## src/rtl/posit_mul_pkg.sv

```systemverilog
// ----------------------------------------------------------------------------
// posit_mul_pkg: shared defaults and resolver state type for the posit multiplier
// Rev 1.0
// ----------------------------------------------------------------------------
`default_nettype none

package posit_mul_pkg;

    localparam int DEF_WIDTH = 64;
    localparam int DEF_CHUNK = 16;

    typedef enum logic [1:0] {
        ST_IDLE = 2'd0,
        ST_RUN  = 2'd1,
        ST_DONE = 2'd2
    } res_state_t;

endpackage

`default_nettype wire

```

## src/rtl/cs_chunk_adder.sv

```systemverilog
// ----------------------------------------------------------------------------
// cs_chunk_adder: combinational CHUNK-bit adder with carry in and carry out
// Rev 1.0
// ----------------------------------------------------------------------------
`default_nettype none

module cs_chunk_adder #(
    parameter int CHUNK = 16
) (
    input  logic [CHUNK-1:0] a,
    input  logic [CHUNK-1:0] b,
    input  logic             cin,
    output logic [CHUNK-1:0] sum,
    output logic             cout
);

    assign {cout, sum} = {1'b0, a} + {1'b0, b} + {{CHUNK{1'b0}}, cin};

endmodule

`default_nettype wire

```

## src/rtl/cs_resolver.sv

```systemverilog
// ----------------------------------------------------------------------------
// cs_resolver: resolves a carry-save (sum, carry) pair, one CHUNK slice per cycle
// Rev 1.0
// ----------------------------------------------------------------------------
`default_nettype none

module cs_resolver
    import posit_mul_pkg::*;
#(
    parameter int WIDTH = DEF_WIDTH,
    parameter int CHUNK = DEF_CHUNK
) (
    input  logic             clk,
    input  logic             rst_n,
    input  logic             in_valid,
    output logic             in_ready,
    input  logic [WIDTH-1:0] in_sum,
    input  logic [WIDTH-1:0] in_carry,
    output logic             out_valid,
    input  logic             out_ready,
    output logic [WIDTH-1:0] out_result,
    output logic             out_cout,
    output logic             out_zero,
    output logic             busy
);

    localparam int NCHUNK = WIDTH / CHUNK;
    localparam int CW     = (NCHUNK > 1) ? $clog2(NCHUNK) : 1;

    res_state_t       state;
    res_state_t       state_next;
    logic [CW-1:0]    cnt;
    logic             carry_reg;
    logic [WIDTH-1:0] sum_reg;
    logic [WIDTH-1:0] cvec_reg;
    logic [WIDTH-1:0] work_reg;
    logic [WIDTH-1:0] result_reg;
    logic             cout_reg;
    logic             zero_reg;

    logic [CHUNK-1:0] a_chunk;
    logic [CHUNK-1:0] b_chunk;
    logic [CHUNK-1:0] r_chunk;
    logic             c_chunk;
    logic [WIDTH-1:0] work_next;
    logic             last_chunk;

    assign last_chunk = (int'(cnt) == NCHUNK - 1);

    // Select the operand slice addressed by the chunk counter
    always_comb begin
        a_chunk = '0;
        b_chunk = '0;
        for (int k = 0; k < NCHUNK; k++) begin
            if (int'(cnt) == k) begin
                a_chunk = sum_reg[k*CHUNK +: CHUNK];
                b_chunk = cvec_reg[k*CHUNK +: CHUNK];
            end
        end
    end

    cs_chunk_adder #(
        .CHUNK (CHUNK)
    ) u_adder (
        .a    (a_chunk),
        .b    (b_chunk),
        .cin  (carry_reg),
        .sum  (r_chunk),
        .cout (c_chunk)
    );

    always_comb begin
        work_next = work_reg;
        for (int k = 0; k < NCHUNK; k++) begin
            if (int'(cnt) == k) begin
                work_next[k*CHUNK +: CHUNK] = r_chunk;
            end
        end
    end

    always_ff @(posedge clk) begin
        if (!rst_n) begin
            state <= ST_IDLE;
        end else begin
            state <= state_next;
        end
    end

    always_comb begin
        state_next = state;
        case (state)
            ST_IDLE: if (in_valid)   state_next = ST_RUN;
            ST_RUN:  if (last_chunk) state_next = ST_DONE;
            ST_DONE: if (out_ready)  state_next = ST_IDLE;
            default:                 state_next = ST_IDLE;
        endcase
    end

    // Partial sums build up in work_reg so the visible result only changes on completion
    always_ff @(posedge clk) begin
        if (!rst_n) begin
            cnt        <= '0;
            carry_reg  <= 1'b0;
            sum_reg    <= '0;
            cvec_reg   <= '0;
            work_reg   <= '0;
            result_reg <= '0;
            cout_reg   <= 1'b0;
            zero_reg   <= 1'b0;
        end else begin
            case (state)
                ST_IDLE: begin
                    if (in_valid) begin
                        sum_reg   <= in_sum;
                        cvec_reg  <= in_carry;
                        cnt       <= '0;
                        carry_reg <= 1'b0;
                    end
                end
                ST_RUN: begin
                    work_reg  <= work_next;
                    carry_reg <= c_chunk;
                    cnt       <= cnt + CW'(1);
                    if (last_chunk) begin
                        result_reg <= work_next;
                        cout_reg   <= c_chunk;
                        zero_reg   <= (work_next == '0);
                    end
                end
                default: ;
            endcase
        end
    end

    assign in_ready   = (state == ST_IDLE);
    assign out_valid  = (state == ST_DONE);
    assign busy       = (state != ST_IDLE);
    assign out_result = result_reg;
    assign out_cout   = cout_reg;
    assign out_zero   = zero_reg;

endmodule

`default_nettype wire
```

## config.mk

```make
export PLATFORM = sky130hd
export DESIGN_NAME = cs_resolver
export DESIGN_NICKNAME = d
export VERILOG_FILES = /design/src/rtl/posit_mul_pkg.sv /design/src/rtl/cs_chunk_adder.sv /design/src/rtl/cs_resolver.sv
export SDC_FILE = /design/constraint.sdc
export NUM_CORES = 1
export LEC_CHECK = 0
export CAP_MARGIN = 20
export CORE_MARGIN = 3
export CORE_UTILIZATION = 45
export DETAILED_ROUTE_END_ITERATION = 16
export PLACE_DENSITY = 0.73
export SLEW_MARGIN = 20
export SYNTH_ARGS = -nofsm -noshare
export SYNTH_HDL_FRONTEND = slang
export SYNTH_SLANG_ARGS = --single-unit
```

## constraint.sdc

```tcl
create_clock -name clk -period 4.7 [get_ports clk]
set_input_delay 0.94 -clock clk [delete_from_list [all_inputs] [get_ports clk]]
set_output_delay 0.94 -clock clk [all_outputs]
set_load 0.02 [all_outputs]
```

**Yosys cells after proc, flatten, opt, wreduce, memory -nomap -nowiden**

Cells that the tools add are included.

- Bitwise operators: 0
- Shifts and indexed selects: 0
- Reductions and logical operators: 9
- Divide/modulo/power cells: 0
- Muxes and demuxes: 20
- $mul: 0
- Order comparisons: 0
- $add $sub $neg: 3
- Equality and inequality tests: 8

Operators with widths:

| kind | number |
|---|---|
| two-way mux 16 bit | 12 |
| zero test 64 bit | 1 |
| adder 16 x 16 -> 17 bit | 1 |
| adder 17 x 1 -> 17 bit | 1 |
| two-way mux 2 bit | 4 |
| == test 2 bit, second input constant | 3 |
| case mux 2 bit (3 select lines) | 1 |
| AND reduction 2 bit | 3 |
| == test 2 x 1 -> 1 bit, second input constant | 2 |
| zero test 2 bit | 2 |
| != test 2 bit, second input constant | 2 |
| case mux 2 bit (2 select lines) | 1 |
| nonzero test 2 bit | 2 |
| AND reduction 3 bit | 1 |
| adder 2 x 1 -> 2 bit, second input constant | 1 |
| != test 2 x 1 -> 1 bit, second input constant | 1 |
| case mux 1 bit (2 select lines) | 1 |
| two-way mux 1 bit | 1 |

- Word-level logic and storage cells: 49
- Bits in latches: 0
- Register bits after elaboration: 263
- Output and inout port bits: 69
- Input port bits: 132
- Bits in read-only memories: 0
- Memories: 0
- Memory bits (writable): 0

**Depth between registers and ports, before layout**

Gate-level depths: netlist of run 1.

- Depth after elaboration: 9
- Gate-level depth with buffers: 22
- Depth with buffers taken out: 18

**Hierarchy**

Synthesis of run 1 repeated with hierarchy kept, for this count alone.

- Cell total of the unflattened synthesis: 1531
- Area total of the unflattened synthesis: 11561.1 sq um

Modules (own cells, without submodules):

| module | area an instance (sq um) | cells each | sequential area each (sq um) | instances |
|---|---|---|---|---|
| cs_resolver | 10814.1 | 1437 | 5245.0 | 1 |
| cs_chunk_adder | 747.0 | 94 | 0.0 | 1 |

**Least setup slack after synthesis of run 1**

Ideal clock, no wire load.

- Path type: register to register
- Start: reg cnt[0]
- End: reg zero_reg, in the netlist out_zero
- Arrival time: 4.414 ns
- Period minus slack after synthesis: 4.483 ns
- Cell stages (with the launch flop): 20
- Library setup time: 0.069 ns
- Slack: 0.217 ns
- Buffers on the path: 4
- Required time: 4.631 ns
- Cell sequence: dfxtp_1 -> inv_1 -> ha_1 -> clkbuf_1 -> clkbuf_1 -> buf_1 -> nor2_1 -> a21oi_1 -> o21ai_0 -> fa_1 -> fa_1 -> a21o_1 -> a221oi_4 -> o21ai_1 -> o21a_1 -> buf_6 -> or4_4 -> nor4_2 -> o221ai_1 -> o21ai_1

- Longest elaborated chain between the ends: 9
- Elaborated cells on any way between the ends: 20
- Those cells by class: 2 x add/sub; 3 x eq/ne; 12 x mux; 3 x reduce/logical

RTL lines:

| item | line | RTL |
|---|---|---|
| from (decl) | cs_resolver.sv:32 | `logic [CW-1:0] cnt;` |
| from (signal assigned) | cs_resolver.sv:123 | `cnt <= cnt + CW'(1);` |
| zero test 2 bit | cs_resolver.sv:55, cs_resolver.sv:75 |  |
| two-way mux 16 bit (4 in series) | cs_resolver.sv:55 | `if (int'(cnt) == k) begin` |
| adder 16 x 16 -> 17 bit | cs_chunk_adder.sv:17 | `assign {cout, sum} = {1'b0, a} + {1'b0, b} + {{CHUNK{1'b0}}, cin};` |
| adder 17 x 1 -> 17 bit | cs_chunk_adder.sv:17 |  |
| two-way mux 16 bit | cs_resolver.sv:75 | `if (int'(cnt) == k) begin` |
| zero test 64 bit | cs_resolver.sv:127 | `zero_reg <= (work_next == '0);` |
| to (signal assigned) | cs_resolver.sv:127 |  |
| to (decl) | cs_resolver.sv:39 | `logic zero_reg;` |

Parallel ways exist; a longest one is shown, timed or not.
A chain may end at the register's enable or synchronous reset.

**Worst setup path after layout of run 1**

- Start: reg cnt[1]
- End: reg zero_reg, in the netlist out_zero

Same word-level chain as after synthesis.

==> qor.yml, run 1 <==
synthesis:
  synth-edff-count: 0
  async_flop_share_pct: 0
  synth_warnings: 0
  ys_ff_latch: 247
  synth_flop_cell: "dfxtp_1"
  synth_nets: 1679
  synth_area_leader_cell: "dfxtp_1"
  synth_seq_area_share_pct: 43.7
  synthTopCellsByArea: "dfxtp_1 44%, nand2_1 15%, a21oi_1 12%, nor2_1 4.4%, clkbuf_1 3.7%"
  netlist_area_mm2: 0.0113
  avgSynthCellArea_um2: 7.41
  synth_cell_types: 61
  synth_top_area_share_pct: 43.7
  netlist_instances: 1526
route:
  drc: 0
  drt-total-wl_um: 34500
  vias: 10900
  drt-initial-drc-count: 917
  antenna_left: 0
  drt_pre_antenna_iters: 6
  wl_per_cell_um: 17.2
  vias_per_cell: 5.43
power_and_ir_drop:
  clkPwrFrac_pct: 40.1
  sequentialPowerShare_pct: 43.5
  p_sw_mw: 1.38
  comb_power_share_pct: 16.4
  power.leakage_nw: 5.25
  intPower_mw: 3.75
  swShare_pct: 26.9
  p_per_area_mw_per_mm2: 356
  vdd_drop_max_mv: 0.230
timing:
  maxSlewHeadroom_pct: 27.4
  fmax_ghz: 0.227
  fin_crit_ns: 4.40
  worst_slew_pin_slew_ns: 1.08
  fin_worst_skew_ns: 0.0158
  tns_ns: 0
  fin_crit_sh_pct: 93.7
  finalHoldViolCount: 0
  fin_ws_ns: 0.298
  slew_violations: 0
  finalSetupViolations: 0
  rsz0062_at_grt: "false"
worst_setup_path:
  path_buf_inv: 1
  arrival_ns: 4.86
  critical_path_class: "flop to flop"
  critical_path.slowest_cell: "or4_1"
  crit_path_start_kind: "flop"
  cp_data_required_time_ns: 5.15
  crit_path_cell_trace: "inv_1 -> ha_4 -> nand2_1 -> nor2_1 -> a21oi_1 -> nor2_1 -> a21oi_1 -> o21ai_0 -> fa_1 -> fa_1 -> a21o_1 -> a221oi_4 -> o2bb2ai_1 -> o211a_4 -> or4_1 -> o41ai_1 -> o221ai_1 -> o21ai_1"
  cp_top_family: "compound AO/OA/AOI/OAI gates"
  r2r_slack_ns: 0.30
  r2r-end: "out_zero"
  crit_fanout: 10
  setup.worst_path.end_class: "flop"
  crit-reg2reg-launch: "cnt[1]"
  slowest_delay_ns: 0.53
  ff2ff_path_depth: 18
placed_design:
  portBuffers: 200
  pre_cts_ws_ns: 0.236
  place_congestion: 0.910
  dp_hpwl_um: 24800
  placed_area_mm2: 0.0135
cts:
  root_buffer: "clkbuf_16"
  cts_buffers: 26
  cts_hold_buf: 0
  htreeDepth: 1
  insertion_delay_ns: 0.53
  cts_sinks: 247
  clkTransAtPathRegs_ns: 0.06
  cts_tree: "done"
  clock_path_buffers: 3
cells_and_area:
  synthToLayoutAreaGrowth_pct: 27.4
  final_util_pct: 58.7
  drive_gt1_share_pct: 5.79
  fin_area_mm2: 0.0144
  antenna_cells: 0
  nets: 1811
global_route:
  grt_use_met1_pct: 33.6
  antenna_found_initial: 0
  grt_pass1_wl_um: 52700
  gr-total-overflow: 0
  grt_max_degree: 109
  track_usage_pct: 24.4
  grt_busiest_layer: "met2"
  met2_usage_pct: 38.5
  grt_pass1_vias: 9739
  grtUsageMet3_pct: 4.39
worst_hold_path:
  min_path_cells: 2
  hp-class: "flop to flop"
  worstHoldStart: "work_reg[47]"
  worstHoldEndpoint: "work_reg[47]"
floorplanning:
  initial_utilization_pct: 46.1
  die_h_um: 165
  placementRows: 57
  core_area_mm2: 0.0245
  io_pins: 201
  dieArea_mm2: 0.0271
  die_w_um: 165
job:
  cap_violations: 0
status:
  status: "finished clean"
worst max path at each step:
stage / start / endpoint / slack (ns) / cells past startpoint
floorplan: cnt[0] / out_zero / 0.22 / 19
finish: cnt[1] / out_zero / 0.30 / 18
global placement: cnt[0] / out_zero / 0.33 / 18
global route: cnt[1] / out_zero / 0.04 / 18
CTS: cnt[0] / out_zero / 0.17 / 18
detailed placement: cnt[0] / out_zero / 0.24 / 18
per-layer routing:
layer / up-vias / wire length, um
met5: - / 0
met4: 0 / 1180
met3: 67 / 2400
met2: 406 / 15900
met1: 4950 / 15000
li1: 5427 / -
placed cells by master, fill, tap and decap left out, types with 5 or more instances in the layout:
master             n
a211oi_1          53
a21o_1             5
a21oi_1          271
a31oi_1            6
and2_1             5
buf_4             29
clkbuf_1           5
clkbuf_16         27
clkbuf_8           5
clkdlybuf4s50_1  200
clkinv_2           5
dfxtp_1          247
ha_1              15
inv_1              6
mux2i_1           39
nand2_1          452
nand3_1            8
nor2_1           133
nor2b_1            9
nor3_1            11
nor4_1             7
o211ai_1           6
o21ai_0           38
o21ai_1            6
xnor2_1            8
power groups by stage:
stage	Clock, mW	Combinational [mW]	Sequential [mW]
floorplan	0	0.506	2.26
global placement	0	0.814	2.28
detailed placement	0	0.822	2.28
CTS	2.10	0.826	2.23
global route	2.18	0.917	2.24
finish	2.06	0.840	2.23
timing repair:
action | CTS | global route
resized for setup | 0 | 10
setup endpoints to repair | 0 | 7
buffers inserted | 0 | 1
layout make-up:
type,count,area (um^2)
Tap cell,324,405
Timing Repair Buffer,232,2260
Clock inverter,9,103
Sequential cell,247,4940
Fill cell,2283,10100
Inverter,8,35.0
Clock buffer,37,763
Multi-Input combinational cell,1143,5890
synthesized netlist by cell type, drive strengths merged, types with 3 or more instances:
master	count
nand2	453
a21oi	271
dfxtp	247
nor2	133
clkbuf	111
a211oi	53
o21ai	44
mux2i	39
ha	19
buf	17
nor3	11
nor2b	9
inv	8
nand3	8
nor4	8
xnor2	8
a31oi	7
and2	6
o211ai	6
a21o	5
a211o	4
a221oi	4
and3	4
nand2b	4
xor2	4
a2111oi	3
or2	3
or4	3
cells by family after synthesis:
family                   after synthesis  synth area share, %
AO/OA/AOI/OAI                        417                 21.4
XOR/XNOR                              12                0.929
adder cells (fa/ha/maj)               21                 2.46
buffers and inverters                136                 4.75
flip-flops                           247                 43.7
multiplexers                          39                 3.45
AND/OR/NAND/NOR                      654                 23.3
stage by stage:
step                      power [mW]  std cells  hold slack (ns)
after floorplan                 2.76       1526            0.432
after global placement          3.09       1953            0.436
after detailed placement        3.10       1953            0.445
after CTS                       5.15       1999            0.454
after global routing            5.33       2000            0.463
final                           5.13       2000            0.450
worst register-to-register path, cell delays in order, from the launching register on:
cell       delay (ns)
dfxtp_1          0.42
inv_1            0.14
ha_4             0.23
nand2_1          0.08
nor2_1           0.04
a21oi_1          0.11
nor2_1           0.05
a21oi_1          0.13
o21ai_0          0.12
fa_1             0.46
fa_1             0.42
a21o_1           0.25
a221oi_4         0.31
o2bb2ai_1        0.17
o211a_4          0.32
or4_1            0.53
o41ai_1          0.26
o221ai_1         0.17
o21ai_1          0.14
(Power assumes the default switching activity.)
==> run 2, diff against run 1 <==
- REMOVE_ABC_BUFFERS: not set -> 1
==> qor.yml, run 2 (synthesis results as in run 1) <==
cells_and_area:
  seq_area_mm2: 0.00495  # was 0.00494 mm^2
  layout_commonest_cell: "nand2_1"  # unchanged
  synthToLayoutAreaGrowth_pct: 27.1  # was 27.4%
  mostFrequentLayoutCells: "452 x nand2_1, 271 x a21oi_1, 245 x dfxtp_1, 200 x clkdlybuf4s50_1, 133 x nor2_1"  # was 452 x nand2_1, 271 x a21oi_1, 247 x dfxtp_1, 200 x clkdlybuf4s50_1, 133 x nor2_1
  fillers: 2285  # was 2283
  multiInputGateArea_mm2: 0.00589  # about the same
  antenna_cells: 0  # unchanged
  fin_area_mm2: 0.0144  # about the same
  nets: 1811  # unchanged
  drive_gt1_share_pct: 5.62  # was 5.79%
route:
  drc: 0  # unchanged
  drt_pre_antenna_iters: 6  # unchanged
  vias_per_cell: 5.29  # was 5.43
  wl_per_cell_um: 15.1  # was 17.2 um
  drt-initial-drc-count: 816  # was 917
  vias: 10600  # was 10900
  drt-total-wl_um: 30100  # was 34500 um
  antenna_left: 0  # unchanged
floorplanning:
  dieArea_mm2: 0.0271  # unchanged
  io_pins: 201  # unchanged
  die_w_um: 165  # unchanged
  initial_utilization_pct: 46.1  # unchanged
  die_h_um: 165  # unchanged
  core_area_mm2: 0.0245  # unchanged
  placementRows: 57  # unchanged
cts:
  insertion_delay_ns: 0.53  # about the same
  cts_buffers: 26  # unchanged
  cts_tree: "done"  # unchanged
  root_buffer: "clkbuf_16"  # unchanged
  clkTransAtPathRegs_ns: 0.06  # about the same
  htreeDepth: 1  # unchanged
  cts_sinks: 247  # unchanged
  clock_path_buffers: 3  # unchanged
placed_design:
  place_congestion: 0.855  # was 0.910
  portBuffers: 200  # unchanged
  pre_cts_ws_ns: 0.275  # was 0.236 ns
  dp_hpwl_um: 20600  # was 24800 um
  placed_area_mm2: 0.0135  # about the same
power_and_ir_drop:
  power.leakage_nw: 5.23  # was 5.25 nW
  p_per_area_mw_per_mm2: 352  # was 356 mW/mm^2
  vdd_drop_max_mv: 0.199  # was 0.230 mV
worst_setup_path:
  crit_fanout: 8  # was 10
  setup.worst_path.end_class: "flop"  # unchanged
  critical_path_class: "flop to flop"  # unchanged
  critical_path.slowest_cell: "or4_1"  # unchanged
  r2r-end: "out_zero"  # unchanged
  ff2ff_path_depth: 18  # unchanged
  path_buf_inv: 1  # unchanged
  cp_top_family: "compound AO/OA/AOI/OAI gates"  # unchanged
  cp_data_required_time_ns: 5.16  # was 5.15 ns
  arrival_ns: 4.78  # was 4.86 ns
  crit_path_start_kind: "flop"  # unchanged
  crit-reg2reg-launch: "cnt[0]"  # was cnt[1]
  crit_path_cell_trace: "inv_1 -> ha_2 -> nand2_1 -> nor2_1 -> a21oi_1 -> nor2_1 -> a21oi_1 -> o21ai_0 -> fa_1 -> fa_1 -> a21o_1 -> a221oi_4 -> o2bb2ai_1 -> o211a_4 -> or4_1 -> o41ai_2 -> o221ai_1 -> o21ai_1"  # was inv_1 -> ha_4 -> nand2_1 -> nor2_1 -> a21oi_1 -> nor2_1 -> a21oi_1 -> o21ai_0 -> fa_1 -> fa_1 -> a21o_1 -> a221oi_4 -> o2bb2ai_1 -> o211a_4 -> or4_1 -> o41ai_1 -> o221ai_1 -> o21ai_1
  slowest_delay_ns: 0.55  # was 0.53 ns
  worst-path-stages: 18  # unchanged
  r2r_slack_ns: 0.38  # was 0.30 ns
timing:
  fin_worst_skew_ns: 0.0141  # was 0.0158 ns
  tns_ns: 0  # unchanged
  fin_ws_ns: 0.384  # was 0.298 ns
  rsz0062_at_grt: "false"  # unchanged
  fin_crit_ns: 4.32  # was 4.40 ns
  fin_crit_sh_pct: 91.8  # was 93.7%
  slew_violations: 0  # unchanged
  fmax_ghz: 0.232  # was 0.227 GHz
  finalSetupViolations: 0  # unchanged
  maxSlewHeadroom_pct: 32.6  # was 27.4%
  worst_slew_pin_slew_ns: 1.00  # was 1.08 ns
  finalHoldViolCount: 0  # unchanged
worst_hold_path:
  worstHoldStart: "work_reg[3]"  # was work_reg[47]
  hp-class: "flop to flop"  # unchanged
  min_path_cells: 2  # unchanged
  worstHoldEndpoint: "work_reg[3]"  # was work_reg[47]
global_route:
  grt_pass1_wl_um: 49000  # was 52700 um
  grt_pass1_vias: 9842  # was 9739
  grt_max_degree: 126  # was 109
  antenna_found_initial: 0  # unchanged
  track_usage_pct: 21.7  # was 24.4%
  gr-total-overflow: 0  # unchanged
status:
  status: "finished clean"  # unchanged
job:
  cap_violations: 0  # unchanged
## run 2: worst register-to-register path, delay by kind of cell, from the launching register on
family / cells / cell delay, ns
buffers and inverters: 1 / 0.11
AO/OA/AOI/OAI: 10 / 1.94
flip-flops: 1 / 0.36
AND/OR/NAND/NOR: 4 / 0.72
adder cells (fa/ha/maj): 3 / 1.13
## run 2: through the flow
step / utilization, % / cells / hold slack [ns] / total power [mW]
floorplan: - / 1398 / 0.432 / 2.74
global placement: 55.0 / 1952 / 0.438 / 3.04
detailed placement: 55.0 / 1952 / 0.442 / 3.06
CTS: 58.4 / 1995 / 0.450 / 5.08
global route: 58.6 / 1997 / 0.468 / 5.27
finish: 58.6 / 1997 / 0.451 / 5.06
## run 2: worst max-delay path by stage
stage	start	to	slack [ns]
global route	cnt[0]	out_zero	0.05
global placement	cnt[0]	out_zero	0.46
floorplan	cnt[1]	out_zero	-1.15
CTS	cnt[0]	out_zero	0.28
detailed placement	cnt[0]	out_zero	0.28
finish	cnt[0]	out_zero	0.38
## run 2: what timing repair did
action | 4_1_cts | 5_1_grt
gates resized for setup | 0 | 4
endpoints found under the setup margin | 0 | 1
setup buffers | 0 | 2
hold buffers | 0 | 0
hold endpoints to repair | 0 | 0
## run 2: cell type report
| type | instances | area share [%] |
|---|---|---|
| Clock buffer | 40 | 5.39 |
| Clock inverter | 3 | 0.453 |
| Inverter | 8 | 0.244 |
| Multi-Input combinational cell | 1143 | 41.0 |
| Sequential cell | 247 | 34.4 |
| Tap cell | 324 | 2.82 |
| Timing Repair Buffer | 232 | 15.7 |
## run 2: power breakdown
part,leakage [nW],switching [mW],internal (mW),total (mW)
logic,2.80,0.473,0.330,0.803
registers,2.01,0.0462,2.18,2.22
clock network,0.410,0.805,1.23,2.04
total,5.23,1.32,3.74,5.06
## run 2: layer usage
| metal | wire length, um | share of wire, % | track usage, % | vias to the layer above |
|---|---|---|---|---|
| met1 | 13500 | 45 | 29.1 | 4774 |
| li1 | - | - | - | 5418 |
| met4 | 711 | 2.4 | 5.76 | 0 |
| met5 | 0 | 0 | 0 | - |
| met2 | 14200 | 47 | 36.4 | 320 |
| met3 | 1690 | 5.6 | 3.44 | 52 |
